<file path="src/rtl/seq_pattern_gen.sv">
// seq_pattern_gen
//   Serial pattern transmitter. On an accepted start the WIDTH-bit pattern is
//   shifted out MSB-first, one bit per clock, repeated back-to-back repeat_n
//   times, followed by a one-cycle done pulse. Every output is registered.
//
// Ports
//   clk       clock, all logic on the rising edge
//   rst       synchronous active-high reset, highest priority
//   start     transfer request, only looked at while idle
//   pattern   WIDTH-bit pattern, captured on an accepted start
//   repeat_n  number of pattern copies, captured on an accepted start
//   out       serial data bit, 0 whenever valid is low
//   valid     out carries a pattern bit this cycle
//   busy      high in every state except IDLE
//   done      one-cycle pulse in the cycle after the final bit
module seq_pattern_gen #(
  parameter int WIDTH = 4,
  parameter int CNT_W = 4
) (
  input  logic             clk,
  input  logic             rst,
  input  logic             start,
  input  logic [WIDTH-1:0] pattern,
  input  logic [CNT_W-1:0] repeat_n,
  output logic             out,
  output logic             valid,
  output logic             busy,
  output logic             done
);

  localparam int BW = $clog2(WIDTH);
  localparam logic [BW-1:0] LAST = BW'(WIDTH - 1);

  typedef enum logic [1:0] {
    IDLE = 2'd0,
    SEND = 2'd1,
    DONE = 2'd2
  } state_t;

  state_t           state, state_n;
  logic [WIDTH-1:0] shreg, shreg_n;
  logic [WIDTH-1:0] pat_q, pat_q_n;
  logic [BW-1:0]    bit_cnt, bit_cnt_n;
  logic [CNT_W-1:0] rep_cnt, rep_cnt_n;
  logic             out_n, valid_n, busy_n, done_n;

  // The MSB of shreg is always the bit being presented on out in the current
  // cycle, so the registered out for the next cycle is whatever lands in the
  // MSB after this edge's load, shift or reload.
  always_comb begin
    state_n   = state;
    shreg_n   = shreg;
    pat_q_n   = pat_q;
    bit_cnt_n = bit_cnt;
    rep_cnt_n = rep_cnt;
    out_n     = 1'b0;
    valid_n   = 1'b0;
    busy_n    = 1'b0;
    done_n    = 1'b0;

    unique case (state)
      IDLE: begin
        if (start) begin
          busy_n = 1'b1;
          if (repeat_n != '0) begin
            state_n   = SEND;
            pat_q_n   = pattern;
            shreg_n   = pattern;
            rep_cnt_n = repeat_n;
            bit_cnt_n = '0;
            out_n     = pattern[WIDTH-1];
            valid_n   = 1'b1;
          end else begin
            // Zero copies: skip straight to the done pulse.
            state_n = DONE;
            done_n  = 1'b1;
          end
        end
      end

      SEND: begin
        busy_n = 1'b1;
        if (bit_cnt == LAST) begin
          if (rep_cnt > CNT_W'(1)) begin
            // Reload for the next copy with no gap between copies.
            shreg_n   = pat_q;
            out_n     = pat_q[WIDTH-1];
            valid_n   = 1'b1;
            rep_cnt_n = rep_cnt - CNT_W'(1);
            bit_cnt_n = '0;
          end else begin
            state_n = DONE;
            done_n  = 1'b1;
          end
        end else begin
          shreg_n   = {shreg[WIDTH-2:0], 1'b0};
          out_n     = shreg[WIDTH-2];
          valid_n   = 1'b1;
          bit_cnt_n = bit_cnt + BW'(1);
        end
      end

      DONE: begin
        state_n = IDLE;
      end

      default: begin
        state_n = IDLE;
      end
    endcase
  end

  always_ff @(posedge clk) begin
    if (rst) begin
      state   <= IDLE;
      shreg   <= '0;
      pat_q   <= '0;
      bit_cnt <= '0;
      rep_cnt <= '0;
      out     <= 1'b0;
      valid   <= 1'b0;
      busy    <= 1'b0;
      done    <= 1'b0;
    end else begin
      state   <= state_n;
      shreg   <= shreg_n;
      pat_q   <= pat_q_n;
      bit_cnt <= bit_cnt_n;
      rep_cnt <= rep_cnt_n;
      out     <= out_n;
      valid   <= valid_n;
      busy    <= busy_n;
      done    <= done_n;
    end
  end

endmodule

</file>
<file path="config.mk">
export PLATFORM = sky130hd
export DESIGN_NAME = seq_pattern_gen
export DESIGN_NICKNAME = d
export VERILOG_FILES = /design/src/rtl/seq_pattern_gen.sv
export SDC_FILE = /design/constraint.sdc
export NUM_CORES = 1
export LEC_CHECK = 0
export CORE_MARGIN = 2
export CORE_UTILIZATION = 45
export CTS_CLUSTER_SIZE = 40
export DETAILED_ROUTE_END_ITERATION = 6
export GPL_ROUTABILITY_DRIVEN = 0
export PLACE_DENSITY = 0.66
export SYNTH_ARGS = -nofsm -noshare
export SYNTH_HDL_FRONTEND = slang
export SYNTH_SLANG_ARGS = --single-unit
</file>
<file path="constraint.sdc">
create_clock -name clk -period 1.8 [get_ports clk]
set_input_delay 0.36 -clock clk [delete_from_list [all_inputs] [get_ports clk]]
set_output_delay 0.36 -clock clk [all_outputs]
set_load 0.01 [all_outputs]
</file>
==> results by group <==
Drt
  – Post-detailed-route via-to-cell ratio: between 5 and 6
  – Via count: 892
  – # DRC: 0
  – First-pass iteration count of the detailed router: 4
  – Antenna-violating nets left: 0
  – DRT Wirelength: between 2 and 2.5 mm
  – Routed WL per cell: about 14 µm
  – Starting DRT DRC Count: 13

Worst setup path
  – Max Fanout on Critical Path: 4
  – Crit start category: flop
  – Worst setup startpoint: rep_cnt[1]$_SDFFE_PP0P_
  – R2R Path Start: rep_cnt[1]$_SDFFE_PP0P_
  – Critical setup path kind: reg2reg
  – WP data arrival: roughly 1.9 ns
  – Worst endpoint required time: 2.04 ns
  – Worst setup EP type: flop

Die
  – Floorplan die width: 50.4 µm
  – Die ar.: approximately 2500 µm²
  – I/O pins: 15
  – Number of cell rows: 16
  – Initial Util: 48.3%
  – Core box area: ~2000 µm²
  – Die H: just over 50 µm

Clock network
  – Hold_buf cts: 0
  – Worst-Skew Late Latency: slightly above 0.3 ns
  – CTS tree: yes
  – Max Buffers Root-to-Sink: 2
  – Htree depth: 1
  – Root buf cell: clkbuf_4
  – Number of CTS-inserted buffers: 3
  – Clock sinks: 19
  – Clk slew on worst S/H paths: around 0.13 ns

Timing
  – Period utilisation layout: a little over 90%
  – Slew headroom: 64.4%
  – Final setup viols: 0
  – Worst hold slack: approximately 0.47 ns
  – Clock skew: approximately 0.018 ns
  – Fmax: between 500 and 600 MHz
  – Final worst setup slack: between 0.1 and 0.15 ns
  – Worst Tran Pin Value: around 0.53 ns
  – Fin Setup TNS: 0 ns
  – Final slew viol count: 0
  – Final hold violation count: 0
  – Fin crit period: roughly 1.7 ns

Yosys
  – Syn Nets: between 100 and 150
  – Largest family of logic cells by synthesized area: compound AO/OA/AOI/OAI gates
  – EDFF count, synth: 0
  – Synth Cell Area: just under 1000 µm²
  – Top post-synthesis cells by area: dfxtp_1 (39%), a21oi_1 (6.2%), nand2_1 (4.7%)
  – Synth Area in XOR/XNOR: 0%
  – Distinct cells, synth: 39
  – Post-synthesis adder-cell area fraction: 3.88%
  – Post-Syn Instances: 109
  – YS warnings: 0
  – Synth Area in Compound Gates: a little over a quarter
  – Primary FF master, synth: dfxtp_1
  – Fraction of registers with async set/reset: 0%
  – Mean Syn Cell Area: ~9 µm²
  – Sequential-to-total area share from yosys stat: between 30% and 40%
  – Post-synthesis mux area share: under 10%
  – Synth Area in Simple Gates: 22.8%
  – Post-synth top area cell: dfxtp_1
  – #FFs+latches synth: 19
  – Synth top area share: between 30% and 40%

Finish
  – ANT cells: 0
  – Ratio of cells with drive above 1 in the final layout: between 20 and 25%
  – Final nets: roughly 150
  – Post-layout util: between 60 and 70%
  – Post-route cell area: approximately 1200 µm²
  – Reg area: roughly 380 µm²
  – Fillers: 188
  – Area of the multi-input gates: ~540 µm²
  – Non-Filler Instances: 159
  – P&R area growth vs syn: 28.3%

Power and ir drop
  – LEAKAGE: approximately 0.45 nW
  – Power Dens Cells: approximately 750 nW/µm²
  – Total power: 0.937 mW
  – Combinational power share: 24.1%
  – Maximum VDD drop: around 570 µV
  – Sw power: roughly 0.29 mW
  – Clock share of power: between 20% and 30%
  – Internal power: 0.652 mW
  – Sequential power share: slightly above 50%
  – Switching Fraction: 30.4%

Place
  – Detailed Place HPWL: ~1.6 mm
  – Post-DP Area: around 1200 µm²
  – Pre-CTS WS: -0.299 ns
  – IO buf count: 14
  – Placed Cells: between 150 and 200

Min path
  – Hold_sp: pat_q[2]$_SDFFE_PP0N_
  – Min-delay worst type: reg2reg

Global routing
  – Antenna violations before repair: 0
  – Gr ovfl total: 0
  – Busiest layer in global routing: met2
  – Grt met1 use: roughly a quarter
  – Largest net degree at the start of global routing: 13
  – Met2 track demand over resource: 30.7%
  – Vias in the first global route: 794
  – Global-route usage over all layers: 19.2%
  – M3 GR Usage: under 10%
  – First-pass GRT wire length: about 3.7 mm

Outcome
  – Outcome: finished, final reports clean

Flow run
  – Max-Cap Viols: 0
## flip-flops by register name (all words and copies together) (netlist names)
| name | flops |
|---|---|
| bit_cnt | 2 |
| busy | 1 |
| done | 1 |
| out | 1 |
| pat_q | 4 |
| rep_cnt | 4 |
| shreg | 3 |
| state | 2 |
| valid | 1 |
## cells in the final DEF, fill, tap and decap left out, drive strengths merged, types with 2 or more instances in the layout
| cell type | netlist | routed |
|---|---|---|
| dfxtp | 19 | 19 |
| clkdlybuf4s50 | 0 | 14 |
| buf | 6 | 13 |
| a21oi | 12 | 12 |
| nand2 | 12 | 12 |
| nor3 | 6 | 6 |
| nor2 | 6 | 6 |
| nand3 | 5 | 5 |
| inv | 4 | 4 |
| nand2b | 3 | 3 |
| clkbuf | 2 | 3 |
| nor2b | 3 | 3 |
| o21ai | 3 | 3 |
| ha | 3 | 3 |
| a211o | 2 | 2 |
| a221oi | 2 | 2 |
| a311oi | 2 | 2 |
| a31oi | 2 | 2 |
| o221ai | 2 | 2 |
## final timing paths
check | end | slack (ns) | cells after the start
max reg2reg | shreg[1]$_SDFFE_PP0P_ | 0.12 | 8
min | pat_q[2]$_SDFFE_PP0N_ | 0.47 | 2
min reg2reg | pat_q[2]$_SDFFE_PP0N_ | 0.47 | 2
max | shreg[1]$_SDFFE_PP0P_ | 0.12 | 8
## cells by family (layout without fill, tap and decap cells)
| family | count (synthesis) | count (layout) |
|---|---|---|
| buffers and inverters | 12 | 35 |
| DFF | 19 | 19 |
| adders and majority gates | 3 | 3 |
| and+or+nand+nor | 41 | 41 |
| muxes | 1 | 1 |
| AOI/OAI and AO/OA | 33 | 33 |
## cells in the mapped netlist (2+ instances only)
cell type and count:
dfxtp_1 19, a21oi_1 12, nand2_1 12, nor2_1 6, nor3_1 6, nand3_1 5
ha_1 3, inv_1 3, nand2b_1 3, a211o_1 2, a221oi_1 2, a311oi_1 2
a31oi_1 2, buf_2 2, buf_4 2, clkbuf_1 2, nor2b_1 2, o21ai_0 2
o221ai_1 2
## worst max-delay path, stage by stage (launching register included)
cell     delay [ns]
dfxtp_1        0.33
inv_1          0.10
ha_2           0.22
nor2_2         0.06
buf_4          0.15
o41ai_4        0.34
buf_4          0.19
nand3_1        0.07
a21oi_1        0.16
## timing repair
action	4_1_cts	5_1_grt
setup endpoints to repair	0	7
gates resized for setup	0	5
buffers inserted	0	2
## power by group through the flow
| stage | combinational (mW) | sequential, mW | clock (mW) |
|---|---|---|---|
| final | 0.226 | 0.482 | 0.229 |
| after global routing | 0.248 | 0.486 | 0.246 |
| after CTS | 0.211 | 0.481 | 0.230 |
| after detailed placement | 0.210 | 0.490 | 0 |
| after global placement | 0.205 | 0.489 | 0 |
| after floorplan | 0.130 | 0.485 | 0 |
## layout make-up
type / count / area share, %
flip-flops and latches: 19 / 30.6
clock buffers: 3 / 1.81
repair buffers: 27 / 19.2
multi-input cells: 78 / 43.9
inverters: 4 / 1.21
well taps: 27 / 2.72
clock inverters: 1 / 0.605
## per-layer routing
layer | wire (µm) | part of all wire, %
met1 | 1110 | 49
met4 | 21 | 0.93
met2 | 1070 | 47
met5 | 0 | 0
met3 | 57 | 2.5
Power figures use the tool's default switching activity.
